--- src/rtl/cpu_clock_controller_pkg.sv ---
// Shared types for the CPU clock controller.
// Holds the controller state enum, rate width and period helper.
package peripherals;

  typedef enum logic [1:0] {
    HALTED   = 2'd0,
    RUNNING  = 2'd1,
    STEPPING = 2'd2
  } clock_state_t;

  localparam int RATE_W  = 5;
  localparam int PRESC_W = 33;

  // Terminal prescaler count for exponent r: 2^(r+1)-1.
  // 33 bits hold 2^32 for r=31 without overflow.
  function automatic logic [PRESC_W-1:0] presc_term(
    input logic [RATE_W-1:0] r
  );
    return (PRESC_W'(2) << r) - PRESC_W'(1);
  endfunction

endpackage

--- src/rtl/cpu_clock_controller_debouncer.sv ---
// Button synchronizer + debouncer + rising-edge event.
// Ports: i_clk, i_rst_n, i_btn (raw async), o_rise (1-cycle event).
module button_debouncer
  import peripherals::*;
#(
  parameter int DEBOUNCE_CYCLES = 1_000_000
) (
  input  logic i_clk,
  input  logic i_rst_n,
  input  logic i_btn,
  output logic o_rise
);

  localparam int CW = $clog2(DEBOUNCE_CYCLES + 1);

  logic [1:0]    r_sync;
  logic [1:0]    r_vld;
  logic          r_armed;
  logic          r_level;
  logic          r_rise;
  logic [CW-1:0] r_cnt;
  logic          w_sample;
  logic          w_hit;

  assign w_sample = r_sync[1];
  assign w_hit    = (w_sample != r_level)
                 && (r_cnt == CW'(DEBOUNCE_CYCLES - 1));
  assign o_rise   = r_rise;

  // r_armed stays low until a real released sample is seen,
  // so a button held through reset gives no event.
  always_ff @(posedge i_clk or negedge i_rst_n) begin
    if (!i_rst_n) begin
      r_sync  <= '0;
      r_vld   <= '0;
      r_armed <= 1'b0;
      r_level <= 1'b0;
      r_rise  <= 1'b0;
      r_cnt   <= '0;
    end else begin
      r_sync <= {r_sync[0], i_btn};
      r_vld  <= {r_vld[0], 1'b1};
      if (r_vld[1] && !w_sample)
        r_armed <= 1'b1;
      if (w_sample == r_level) begin
        r_cnt <= '0;
      end else if (w_hit) begin
        r_cnt   <= '0;
        r_level <= w_sample;
      end else begin
        r_cnt <= r_cnt + CW'(1);
      end
      r_rise <= w_hit && w_sample && r_armed;
    end
  end

endmodule

--- src/rtl/cpu_clock_controller.sv ---
// Run/halt/step controller producing a CPU clock-enable pulse.
// Ports: clock_100mhz, reset(n), rate_select, btn_run, btn_step,
//   halt_req in; cpu_clock_enable, running, step_count out.
module cpu_clock_controller
  import peripherals::*;
#(
  parameter int DEBOUNCE_CYCLES = 1_000_000,
  parameter bit START_RUNNING   = 1'b0
) (
  input  logic              clock_100mhz,
  input  logic              reset,
  input  logic [RATE_W-1:0] rate_select,
  input  logic              btn_run,
  input  logic              btn_step,
  input  logic              halt_req,
  output logic              cpu_clock_enable,
  output logic              running,
  output logic [31:0]       step_count
);

  localparam clock_state_t RST_STATE =
    START_RUNNING ? RUNNING : HALTED;

  clock_state_t       r_state;
  clock_state_t       w_next;
  logic [PRESC_W-1:0] r_presc;
  logic [RATE_W-1:0]  r_rate;
  logic               r_en;
  logic               r_running;
  logic [31:0]        r_step_count;
  logic               w_run_ev;
  logic               w_step_ev;
  logic               w_enter;
  logic               w_tick;
  logic               w_en_nxt;

  button_debouncer #(
    .DEBOUNCE_CYCLES(DEBOUNCE_CYCLES)
  ) u_db_run (
    .i_clk  (clock_100mhz),
    .i_rst_n(reset),
    .i_btn  (btn_run),
    .o_rise (w_run_ev)
  );

  button_debouncer #(
    .DEBOUNCE_CYCLES(DEBOUNCE_CYCLES)
  ) u_db_step (
    .i_clk  (clock_100mhz),
    .i_rst_n(reset),
    .i_btn  (btn_step),
    .o_rise (w_step_ev)
  );

  always_comb begin
    w_next = r_state;
    unique case (r_state)
      HALTED: begin
        // Run beats step when both arrive together.
        if (w_run_ev && !halt_req)
          w_next = RUNNING;
        else if (w_step_ev)
          w_next = STEPPING;
      end
      RUNNING: begin
        if (w_run_ev || halt_req)
          w_next = HALTED;
      end
      STEPPING: w_next = HALTED;
      default:  w_next = HALTED;
    endcase
  end

  assign w_enter  = (r_state != RUNNING) && (w_next == RUNNING);
  // No tick in a cycle that is leaving RUNNING.
  assign w_tick   = (r_state == RUNNING) && (w_next == RUNNING)
                 && (r_presc == presc_term(r_rate));
  assign w_en_nxt = (w_next == STEPPING) || w_tick;

  always_ff @(posedge clock_100mhz or negedge reset) begin
    if (!reset) begin
      r_state      <= RST_STATE;
      r_presc      <= '0;
      r_rate       <= '0;
      r_en         <= 1'b0;
      r_running    <= START_RUNNING;
      r_step_count <= '0;
    end else begin
      r_state   <= w_next;
      r_en      <= w_en_nxt;
      r_running <= (w_next == RUNNING);
      if (w_enter || w_tick) begin
        r_presc <= '0;
        r_rate  <= rate_select;
      end else if (r_state == RUNNING) begin
        r_presc <= r_presc + PRESC_W'(1);
      end
      if (w_en_nxt)
        r_step_count <= r_step_count + 32'd1;
    end
  end

  assign cpu_clock_enable = r_en;
  assign running          = r_running;
  assign step_count       = r_step_count;

endmodule
--- config.mk ---
export PLATFORM = sky130hd
export DESIGN_NAME = cpu_clock_controller
export DESIGN_NICKNAME = d
export VERILOG_FILES = /design/src/rtl/cpu_clock_controller_pkg.sv /design/src/rtl/cpu_clock_controller_debouncer.sv /design/src/rtl/cpu_clock_controller.sv
export SDC_FILE = /design/constraint.sdc
export NUM_CORES = 1
export LEC_CHECK = 0
export CAP_MARGIN = 0
export CORE_ASPECT_RATIO = 1.5
export CORE_MARGIN = 1
export CORE_UTILIZATION = 43
export DETAILED_ROUTE_END_ITERATION = 6
export PLACE_DENSITY_LB_ADDON = 0.2
export RECOVER_POWER = 100
export SLEW_MARGIN = 20
export SYNTH_ARGS = -nofsm -noshare
export SYNTH_HDL_FRONTEND = slang
export SYNTH_SLANG_ARGS = --single-unit
--- constraint.sdc ---
create_clock -name clock_100mhz -period 4.5 [get_ports clock_100mhz]
set_input_delay 0.9 -clock clock_100mhz [delete_from_list [all_inputs] [get_ports clock_100mhz]]
set_output_delay 0.9 -clock clock_100mhz [all_outputs]
set_load 0.03 [all_outputs]
==> impl_summary.md <==
Finish
Fill cells in the final layout number 1524. The library cell used most frequently in the layout, excluding fill and tap cells, is dfrtp_1. Once layout is done, the placed cells without fillers occupy 0.00832 mm². At the end of the flow the core is filled with cells to 0.512. In the layout the commonest cells are 126 x dfrtp_1, 109 x nor2_1, 71 x xor2_1. In the final design database the tool counted 795 nets. Of the cells placed in the final design, the portion with a size suffix greater than 1 is 0.0921. The layout-stage area growth over the synthesis result is 16.1%.

Pwr
Of the total power, combinational logic draws 0.039. Of the total power, the clock network draws 0.534. For this design the ratio of total power to cell area is 337 mW/mm².

The share of total power consumed by net switching is 0.232. The largest vdd supply drop is 0.177 mV. The relative contribution of sequential cells to total power is 0.428. The total power is 2810 µW. The total leakage power is 0.00362 µW. The internal power of the cells totals 2160 µW. The net switching power is 650 µW.

STA
The worst-case clock skew is 0.00900 ns. Setup total negative slack on the finished layout was measured at 0 ns. Once routing completed, OpenROAD measured the worst setup slack at 0.259 ns. The number of hold-slack violations in the final timing report is 0. The maximum clock frequency is 236 MHz. The max-slew violation count is 99.

Of the available clock period, the critical path in the final layout requires 0.942. Counting I/O delays and the setup requirement, the final critical path takes 4.24 ns. Setup violations remaining at the end of the flow were counted as 0. Setup repair after global routing left no endpoint under its margin.

The max-slew headroom at the worst pin is -0.405. The slew at the pin closest to its max-slew limit is 2.09 ns.

Clock network
Clock tree synthesis inserted a total of 17 buffers. The number of hold buffers added after CTS was 0. The number of levels in the clock H-tree is 4. The clock network latency to the later pin of the worst-skew pair is 0.42 ns. The clock passes through at most 2 buffers. Post-CTS timing repair inserted 0 buffers for setup. Clock tree synthesis selected as its root buffer the cell clkbuf_16. The clock-pin slew of the registers on the worst-case setup and hold paths is 0.06 ns. The TritonCTS clock tree is done. Counting every sink on the clock net gives 126.

Global route
The first-pass GRT wire length is 27700 µm. The aggregate global-route resource usage is 0.204. The number of antenna violations at the first check in global routing is 1.

The remaining global-route overflow is 0. The number of global-route vias before repair is 5589. The largest net degree at the start of global routing is 79.

Place
The setup slack at placement is 0.343 ns. Buffers placed on the I/O ports in this run total 43. Routability-driven placement finished with a final weighted congestion of 0.852. After detailed placement, the total cell area comes to 0.00777 mm².

The placed wire-length estimate after detailed placement is 11400 µm.

Die
The initial core utilization is 0.441. In this run the count of I/O pins placed on the die edge is 44. The count of standard-cell rows is 57. The width of the die is 107 µm. The floorplan step defined a die boundary enclosing 0.0172 mm². The core box area is 0.0163 mm². The height of the die is 160 µm.

Status
The checks that failed: max-capacitance violations, max-slew violations. The run finished, with violations left.

Synth
For this run, the register share of the synthesized area comes to 0.440. In the synthesized netlist the async set-or-reset flop fraction comes to 1.00. Among all flip-flop cells after synthesis, the most frequent one is dfrtp_1. Synthesis inferred 126 register bits. The synthesized design contains 0 enable-type register cells. The cell area that synthesis handed to floorplanning was 0.00717 mm². The number of instances in the synthesized netlist is 751.

The number of nets in the synthesized netlist is 766. The number of warnings issued by yosys is 0. In this run, distinct cell masters in the synthesized netlist total 73.

The average instance in the mapped netlist occupies 9.55 µm².

Critical path
In this design, the largest share of critical-path delay is due to simple AND/OR/NAND/NOR gates. On the worst path, the slowest cell contributes a delay of 0.60 ns. The slowest cell on the critical path is a2111oi_0.

STA classifies the critical path endpoint as a flip-flop. The data required time at the worst endpoint is 4.77 ns. The category of the most critical setup path is flip-flop to flip-flop.

The startpoint type of the worst setup path is a flip-flop. Traced cell by cell, the critical path runs through nor4_2 -> nand2_1 -> ha_1 -> xor2_1 -> or4b_1 -> a32oi_1 -> nand4_1 -> nor4_1 -> nand4_4 -> a2111oi_0 -> xor2_1. The arrival time reported for the critical path endpoint is 4.52 ns. The number of buffers and inverters on the critical path is 0. The largest fanout of any net on the critical path is 16. The critical path's most frequent cell is xor2_1.

Detailed routing
The remaining antenna violation count after routing is 0. For this run, design rule violations remaining after detail routing come to 0. After detailed routing, the number of vias per cell comes to 5.52.

Dividing the detail-routed wire length by the instance count gives 16.3 µm. The number of DRC violations after detailed-routing iteration 0 is 199. Detailed routing inserted a total of 5521 vias. The total wirelength of the detailed-routed design is 16300 µm. The first-pass iteration count of the detailed router is 4.

Job
Across the run, the number of max-cap violations was 2.

Hold path
The classification of the worst-slack hold path is flip-flop to flip-flop.
## final cells by class
cell class / instances / area [µm²] / area share
Clock buffer: 18 / 439 / 0.0528
Inverter: 19 / 71.3 / 0.00857
Timing Repair Buffer: 55 / 509 / 0.0612
Clock inverter: 14 / 205 / 0.0247
Multi-Input combinational cell: 561 / 3680 / 0.443
Tap cell: 206 / 258 / 0.0310
Sequential cell: 126 / 3150 / 0.379
Antenna cell: 1 / 2.50 / 0.000301
## power by group through the flow
| stage | registers [µW] | clock network, µW | logic [µW] |
|---|---|---|---|
| finish | 1200 | 1500 | 108 |
| global route | 1200 | 1570 | 125 |
| CTS | 1200 | 1530 | 113 |
| detailed placement | 1220 | 0 | 113 |
| global placement | 1220 | 0 | 109 |
| floorplan | 1200 | 0 | 74.7 |
## logic make-up after synthesis
logic type | after synthesis | share of synthesized area
AO/OA/AOI/OAI | 96 | 0.111
XOR/XNOR | 113 | 0.138
adder cells (fa/ha/maj) | 5 | 0.00872
buffers and inverters | 64 | 0.0394
flip-flops | 126 | 0.440
multiplexers | 10 | 0.0154
other | 1 | 0.000523
AND/OR/NAND/NOR | 336 | 0.248
## cells in the mapped netlist (all sizes together) (3+ instances only)
library cell	count	area (µm²)
nand3	56	280
xor2	71	622
inv	19	71.3
a21oi	8	40.0
a311oi	3	26.3
and4	6	52.6
nor3	12	60.1
or2	3	18.8
nor4	13	115
o21ai	16	80.1
nand2b	4	25.0
o211ai	3	22.5
mux2	8	90.1
a2111oi	9	133
clkbuf	22	82.6
and2	6	37.5
nor3b	6	50.1
o21a	3	22.5
xnor2	42	368
dfrtp	126	3150
nand2	48	180
a21o	7	52.6
nand3b	4	30.0
and3	18	113
o31ai	5	37.5
buf	23	129
nor4b	8	70.1
or3b	3	28.8
ha	5	62.6
a211oi	16	165
a21boi	4	30.0
or3	3	18.8
a31oi	5	31.3
nor2b	6	40.0
nor2	109	409
nand4	22	159
## worst register-to-register path, stage by stage (launching register included)
cell       delay (ns)
dfrtp_1          0.52
nor4_2           0.48
nand2_1          0.10
ha_1             0.39
xor2_1           0.25
or4b_1           0.55
a32oi_1          0.22
nand4_1          0.13
nor4_1           0.45
nand4_4          0.29
a2111oi_0        0.60
xor2_1           0.12
## what timing repair did
action	4_1_cts	5_1_grt
setup endpoints to repair	0	2
resized for setup	0	2
hold endpoints to repair	0	0
## routing by layer
| layer | global-route usage | routed length (µm) | vias up |
|---|---|---|---|
| li1 | - | - | 2689 |
| met1 | 0.240 | 6800 | 2710 |
| met2 | 0.357 | 8570 | 88 |
| met3 | 0.0392 | 457 | 34 |
| met4 | 0.0890 | 459 | 0 |
| met5 | 0 | 0 | - |
## state kept, by name, summed over array words and instances, names as in the netlist, 2 cells and up
name              cells
u_db_run.r_cnt       20
r_rate                5
u_db_step.r_sync      2
r_state               2
r_presc              33
u_db_step.r_cnt      20
u_db_run.r_sync       2
step_count           32
## per-stage QoR
| step | std cells | hold WS, ns |
|---|---|---|
| after floorplan | 751 | 0.331 |
| after global placement | 967 | 0.339 |
| after detailed placement | 967 | 0.338 |
| after CTS | 999 | 0.351 |
| after global routing | 1000 | 0.353 |
| final | 1000 | 0.347 |
## worst paths after layout
kind	start	to	slack (ns)	cells past startpoint
max	r_rate[4]	step_count[28]	0.26	11
min	u_db_step.r_sync[0]	u_db_step.r_sync[1]	0.35	0
max reg2reg	r_rate[4]	step_count[28]	0.26	11
min reg2reg	u_db_step.r_sync[0]	u_db_step.r_sync[1]	0.35	0
max in group asynchronous	reset	r_rate[2]	1.36	2
min in group asynchronous	reset	u_db_run.r_cnt[11]	1.03	1
No activity file was read; power rests on OpenSTA's default activity.
